==> src/rtl/demux_1to4_buf.sv <==
// demux_1to4_buf: routes one input word per cycle to one of four
// independent per-channel FIFOs, each drained by its own consumer.
module demux_1to4_buf #(
    parameter int WIDTH = 16,
    parameter int DEPTH = 2
) (
    input  logic               clk,
    input  logic               rst,
    input  logic [WIDTH-1:0]   in_data,
    input  logic [1:0]         in_sel,
    input  logic               in_valid,
    output logic               in_ready,
    output logic [4*WIDTH-1:0] out_data,
    output logic [3:0]         out_valid,
    input  logic [3:0]         out_ready,
    output logic [7:0]         occ,
    output logic [15:0]        drop_cnt
);

    localparam int AW = (DEPTH > 1) ? $clog2(DEPTH) : 1;
    localparam int CW = AW + 1;

    logic [3:0] full;
    logic [3:0] push;
    logic [3:0] pop;

    // Readiness depends only on the selected channel's fill state, never on out_ready.
    always_comb begin
        in_ready = ~full[in_sel];
    end

    // Count cycles where a valid word could not be accepted; wraps naturally.
    always_ff @(posedge clk) begin
        if (rst) begin
            drop_cnt <= '0;
        end else if (in_valid && !in_ready) begin
            drop_cnt <= drop_cnt + 16'd1;
        end
    end

    for (genvar k = 0; k < 4; k++) begin : g_chan
        logic [WIDTH-1:0] mem [DEPTH];
        logic [AW-1:0]    wr_ptr;
        logic [AW-1:0]    rd_ptr;
        logic [CW-1:0]    count;

        assign full[k]      = (count == CW'(DEPTH));
        assign out_valid[k] = (count != '0);
        assign push[k]      = in_valid && in_ready && (in_sel == 2'(k));
        assign pop[k]       = out_valid[k] && out_ready[k];

        // Storage write; contents need no reset since count gates visibility.
        always_ff @(posedge clk) begin
            if (!rst && push[k]) begin
                mem[wr_ptr] <= in_data;
            end
        end

        // Pointer and occupancy bookkeeping; reset discards buffered words.
        always_ff @(posedge clk) begin
            if (rst) begin
                wr_ptr <= '0;
                rd_ptr <= '0;
                count  <= '0;
            end else begin
                if (push[k]) begin
                    wr_ptr <= wr_ptr + 1'b1;
                end
                if (pop[k]) begin
                    rd_ptr <= rd_ptr + 1'b1;
                end
                case ({push[k], pop[k]})
                    2'b10:   count <= count + 1'b1;
                    2'b01:   count <= count - 1'b1;
                    default: count <= count;
                endcase
            end
        end

        // Head word presented only while the channel holds data; saturating occupancy.
        always_comb begin
            out_data[k*WIDTH +: WIDTH] = out_valid[k] ? mem[rd_ptr] : '0;
            occ[2*k +: 2] = (count > CW'(3)) ? 2'd3 : count[1:0];
        end
    end

endmodule

==> config.mk <==
export PLATFORM = sky130hd
export DESIGN_NAME = demux_1to4_buf
export DESIGN_NICKNAME = d
export VERILOG_FILES = /design/src/rtl/demux_1to4_buf.sv
export SDC_FILE = /design/constraint.sdc
export NUM_CORES = 1
export LEC_CHECK = 0
export ABC_CLOCK_PERIOD_IN_PS = 2840
export CORE_MARGIN = 10
export CORE_UTILIZATION = 52
export CTS_CLUSTER_DIAMETER = 50
export DETAILED_ROUTE_END_ITERATION = 10
export PLACE_DENSITY = 0.8
export SYNTH_ARGS = -nofsm -noshare
export SYNTH_HDL_FRONTEND = slang
export SYNTH_SLANG_ARGS = --single-unit
==> constraint.sdc <==
create_clock -name clk -period 2.84 [get_ports clk]
set_input_delay 0.426 -clock clk [delete_from_list [all_inputs] [get_ports clk]]
set_output_delay 0.426 -clock clk [all_outputs]
set_load 0.01 [all_outputs]
==> flow_results.xml <==
<?xml version="1.0" encoding="UTF-8"?>
<metrics>
  <group name="outcome">
    <metric name="outcome" unit="">finished clean</metric>
  </group>
  <group name="worst_setup_path">
    <metric name="rr_startpoint" unit="">g_chan[2].count[0]</metric>
    <metric name="worstPathRequired" unit="ns">2.41</metric>
    <metric name="critPathMaxFanout" unit="">5</metric>
    <metric name="rrSetupSlack" unit="ns">0.65</metric>
    <metric name="worst-setup-path-type" unit="">input pin to output pin</metric>
    <metric name="worst_path_most_repeated_cell" unit="">sky130_fd_sc_hd__clkdlybuf4s50_1</metric>
    <metric name="worst_setup_path_end_kind" unit="">output pin</metric>
    <metric name="reg2reg_to" unit="">g_chan[2].count[1]</metric>
    <metric name="worstPathCellList" unit="">clkdlybuf4s50_1, and4bb_1, nor4_1, buf_4, clkdlybuf4s50_1</metric>
    <metric name="critPathSlowestCell" unit="">sky130_fd_sc_hd__clkdlybuf4s50_1</metric>
    <metric name="kind_of_start_point_of_the_critical_path" unit="">input pin</metric>
    <metric name="timing.critical_path.arrival" unit="ns">2.25</metric>
    <metric name="reg2reg_depth" unit="">6</metric>
    <metric name="critical_path.max_stage_delay" unit="ns">0.53</metric>
  </group>
  <group name="job">
    <metric name="max_cap_viol_count" unit="">0</metric>
  </group>
  <group name="synthesis">
    <metric name="post_synth_fa_ha_maj_area_fraction" unit="">0.009515</metric>
    <metric name="synthFlopType" unit="">sky130_fd_sc_hd__edfxtp_1</metric>
    <metric name="yosys_warnings" unit="">0</metric>
    <metric name="sequential_share_of_the_synthesized_area" unit="">0.6942</metric>
    <metric name="synthesis.area_per_instance" unit="sq um">13.78</metric>
    <metric name="yosys.area_share.xor_xnor" unit="">0.02265</metric>
    <metric name="postSynthNetCount" unit="">507</metric>
    <metric name="main_combinational_cell_family_by_area_after_synthesis" unit="">simple AND/OR/NAND/NOR gates</metric>
    <metric name="postSynthRegisterBits" unit="">164</metric>
    <metric name="synth_simple_gate_area_frac" unit="">0.1201</metric>
    <metric name="synth_mux_area_frac" unit="">0.09895</metric>
    <metric name="synthDistinctLibCells" unit="">35</metric>
    <metric name="synth_async_sr_flop_share" unit="">0</metric>
    <metric name="synth_compound_area_frac" unit="">0.03425</metric>
    <metric name="postSynthCellCount" unit="">477</metric>
    <metric name="synth_enable_flop_cells" unit="">128</metric>
    <metric name="mappedNetlistArea" unit="sq mm">0.006575</metric>
  </group>
  <group name="clock_network">
    <metric name="htreeDepth" unit="">4</metric>
    <metric name="clk_path_buf_depth" unit="">2</metric>
    <metric name="hold_bufs_inserted_after_cts" unit="">0</metric>
    <metric name="tritoncts_num_sinks" unit="">164</metric>
    <metric name="worst_skew_pair.late_latency" unit="ns">0.42</metric>
    <metric name="worst_setup_hold_path_clk_slew" unit="ns">0.06</metric>
    <metric name="root_buffer" unit="">sky130_fd_sc_hd__clkbuf_16</metric>
    <metric name="cts_post_setup_buffers_inserted" unit="">0</metric>
    <metric name="tritoncts_buffers" unit="">17</metric>
    <metric name="post_cts_resized" unit="">0</metric>
    <metric name="cts_tree" unit="">done</metric>
  </group>
  <group name="timing">
    <metric name="fmax" unit="MHz">374.4</metric>
    <metric name="layout_worst_path_cycle_share" unit="">0.9406</metric>
    <metric name="minimum_clock_period_after_layout" unit="ns">2.671</metric>
    <metric name="clock_skew" unit="ns">0.01662</metric>
    <metric name="setup_viol" unit="">0</metric>
    <metric name="timing_worst_slew_pin_value" unit="ns">0.5944</metric>
    <metric name="grt_setup_unrepaired" unit="">no</metric>
    <metric name="finalMaxSlewViolations" unit="">0</metric>
    <metric name="max-slew-margin-rel" unit="">0.6024</metric>
    <metric name="final_hold_viol_count" unit="">0</metric>
    <metric name="setup_total_negative_slack" unit="ns">0</metric>
  </group>
  <group name="drt">
    <metric name="avgViaCountPerCell" unit="">5.354</metric>
    <metric name="ant_nets" unit="">0</metric>
    <metric name="top_layer" unit="">met4</metric>
    <metric name="drt_first_iter_violations" unit="">308</metric>
    <metric name="wirelength" unit="microns">15450</metric>
    <metric name="wl_met1" unit="microns">6060</metric>
    <metric name="wl_met2" unit="microns">8179</metric>
    <metric name="detail_route.drc_violations" unit="">0</metric>
    <metric name="detail_route.first_pass.iterations" unit="">5</metric>
    <metric name="met3_wirelength" unit="microns">985</metric>
    <metric name="routedWlPerCell" unit="microns">19.22</metric>
    <metric name="detailroute.via_count" unit="">4305</metric>
  </group>
  <group name="cells_and_area">
    <metric name="area_delta_synth_final" unit="%">31.72</metric>
    <metric name="finish.utilization" unit="">0.6919</metric>
    <metric name="design.final.nets" unit="">649</metric>
    <metric name="n_antenna_cell" unit="">0</metric>
    <metric name="filler_cell_count" unit="">854</metric>
    <metric name="drive_above_1_share" unit="">0.09177</metric>
  </group>
  <group name="pwr">
    <metric name="static-leakage-power" unit="uW">0.002872</metric>
    <metric name="power.ir.vdd_worst" unit="mV">0.3622</metric>
    <metric name="pwr_density_cell" unit="mW/mm^2">730.3</metric>
  </group>
  <group name="floorplan">
    <metric name="die_height" unit="microns">132.4</metric>
    <metric name="num_io_pins" unit="">118</metric>
    <metric name="initial_core_utilization" unit="">0.5253</metric>
    <metric name="core_area" unit="sq mm">0.01252</metric>
    <metric name="row_cnt" unit="">41</metric>
    <metric name="die_w" unit="microns">132.4</metric>
    <metric name="die_area" unit="sq mm">0.01754</metric>
  </group>
  <group name="placed_design">
    <metric name="routability_congestion_estimate" unit="">0.7842</metric>
    <metric name="placement.io_buffers" unit="">117</metric>
    <metric name="hpwl" unit="microns">10600</metric>
  </group>
  <group name="hold_path">
    <metric name="hold_path_startpoint" unit="">drop_cnt[15]</metric>
    <metric name="holdPathEnd" unit="">drop_cnt[15]</metric>
    <metric name="worst_hold_path.num_cells" unit="">2</metric>
    <metric name="hold_path.class" unit="">flip-flop to flip-flop</metric>
  </group>
  <group name="global_routing">
    <metric name="vias_in_the_first_global_route" unit="">4428</metric>
    <metric name="grt.total_usage" unit="">0.1752</metric>
    <metric name="antenna_found_initial" unit="">0</metric>
    <metric name="globalRoute.totalOverflow" unit="">0</metric>
    <metric name="maximum_number_of_pins_on_one_net_before_global_route_repair" unit="">37</metric>
    <metric name="global_route_wire_length_before_repair" unit="microns">23930</metric>
  </group>
</metrics>
[cell families (layout without fill, tap and decap cells)]
| family | after synthesis | in the layout |
|---|---|---|
| simple gates | 160 | 160 |
| compound gates | 37 | 37 |
| xor+xnor | 17 | 17 |
| mux | 65 | 65 |
| fa+ha+maj | 5 | 5 |
| buf+inv | 29 | 184 |
| flops | 164 | 164 |
[where the power goes]
part	switching (uW)	internal, uW
sequential	82.8	2660
clock	854	1420
combinational	658	654
total	1590	4730
[critical path, delay by kind of cell]
kind / cells / cell delay (ns)
buffers and inverters: 3 / 1.24
AND/OR/NAND/NOR: 2 / 0.58
[layout make-up]
class                           instances  area [sq um]  share of cell area
Multi-Input combinational cell        284          1877              0.2167
Clock buffer                           25         506.7             0.05851
Sequential cell                       164          4564              0.5270
Timing Repair Buffer                  144          1374              0.1586
Clock inverter                          7         93.84             0.01084
Inverter                                8         30.03            0.003467
Tap cell                              172         215.2             0.02485
[sequential cells by signal, indices dropped and copies added (netlist names), named ones only]
signal,flops
g_chan.wr_ptr,4
g_chan.mem,128
g_chan.count,8
g_chan.rd_ptr,4
drop_cnt,16
[synth_stat cells, types with 4 or more instances]
| master | n | share of area |
|---|---|---|
| sky130_fd_sc_hd__nor2b_1 | 9 | 0.0086 |
| sky130_fd_sc_hd__o21ai_0 | 11 | 0.0084 |
| sky130_fd_sc_hd__o31ai_1 | 7 | 0.0080 |
| sky130_fd_sc_hd__dfxtp_1 | 36 | 0.11 |
| sky130_fd_sc_hd__inv_1 | 8 | 0.0046 |
| sky130_fd_sc_hd__nand2_1 | 12 | 0.0069 |
| sky130_fd_sc_hd__clkbuf_1 | 11 | 0.0063 |
| sky130_fd_sc_hd__and3_1 | 5 | 0.0048 |
| sky130_fd_sc_hd__mux2i_1 | 65 | 0.099 |
| sky130_fd_sc_hd__and4_1 | 4 | 0.0053 |
| sky130_fd_sc_hd__ha_1 | 5 | 0.0095 |
| sky130_fd_sc_hd__nor2_1 | 92 | 0.053 |
| sky130_fd_sc_hd__a21oi_1 | 18 | 0.014 |
| sky130_fd_sc_hd__or3_1 | 11 | 0.010 |
| sky130_fd_sc_hd__xnor2_1 | 10 | 0.013 |
| sky130_fd_sc_hd__nand3_1 | 4 | 0.0030 |
| sky130_fd_sc_hd__or4_1 | 7 | 0.0080 |
| sky130_fd_sc_hd__edfxtp_1 | 128 | 0.58 |
| sky130_fd_sc_hd__buf_2 | 5 | 0.0038 |
| sky130_fd_sc_hd__xor2_1 | 7 | 0.0093 |
| sky130_fd_sc_hd__nand4_1 | 4 | 0.0038 |
[layer usage]
metal	vias to the layer above	GRT usage
met1	2127	0.1848
met3	16	0.05526
met5	-	0
met2	141	0.3204
li1	2021	-
met4	0	0.06235
[through the flow]
step / std cells / hold WS, ns / setup WS, ns / total power (uW) / cell area (sq um)
2_1_floorplan: 477 / 0.4813 / 0.7355 / 3399 / 6575
3_3_place_gp: 772 / 0.4638 / 0.1289 / 4077 / 8060
4_1_cts: 804 / 0.4921 / 0.1323 / 6364 / 8661
5_1_grt: 804 / 0.5374 / 0.06954 / 6541 / 8661
6_report: 804 / 0.5005 / 0.1687 / 6325 / 8661
3_5_place_dp: 772 / 0.4794 / 0.1321 / 4106 / 8060
[placed cells by master (no fill, tap or decap), types with 2 or more instances in the layout]
cell type and n:
sky130_fd_sc_hd__o21ai_0 11, sky130_fd_sc_hd__a21oi_1 18, sky130_fd_sc_hd__nand4_1 4, sky130_fd_sc_hd__clkbuf_16 18
sky130_fd_sc_hd__ha_1 5, sky130_fd_sc_hd__nand2_1 12, sky130_fd_sc_hd__clkinvlp_4 2, sky130_fd_sc_hd__and4_1 4
sky130_fd_sc_hd__clkbuf_1 4, sky130_fd_sc_hd__or4_1 7, sky130_fd_sc_hd__nand3_1 4, sky130_fd_sc_hd__xor2_1 7
sky130_fd_sc_hd__clkbuf_8 3, sky130_fd_sc_hd__inv_1 8, sky130_fd_sc_hd__or3_1 11, sky130_fd_sc_hd__bufinv_16 2
sky130_fd_sc_hd__nor3b_1 2, sky130_fd_sc_hd__dfxtp_1 36, sky130_fd_sc_hd__edfxtp_1 128, sky130_fd_sc_hd__nor2_1 92
sky130_fd_sc_hd__o31ai_1 7, sky130_fd_sc_hd__mux2i_1 65, sky130_fd_sc_hd__nor2b_1 9, sky130_fd_sc_hd__clkinv_2 2
sky130_fd_sc_hd__buf_4 27, sky130_fd_sc_hd__and3_1 5, sky130_fd_sc_hd__xnor2_1 10, sky130_fd_sc_hd__clkdlybuf4s50_1 117
sky130_fd_sc_hd__nor3_1 2
[how the worst max path moves through the flow]
stage	start	to	slack (ns)	cells past startpoint
6_report	in_sel[0]	in_ready	0.17	5
5_1_grt	in_sel[0]	in_ready	0.07	5
4_1_cts	in_sel[0]	in_ready	0.13	5
3_5_place_dp	in_sel[0]	in_ready	0.13	5
3_3_place_gp	in_sel[0]	in_ready	0.13	5
2_1_floorplan	rst	g_chan[2].mem[1][0]	0.74	4
No activity file was read; power rests on OpenSTA's default activity.
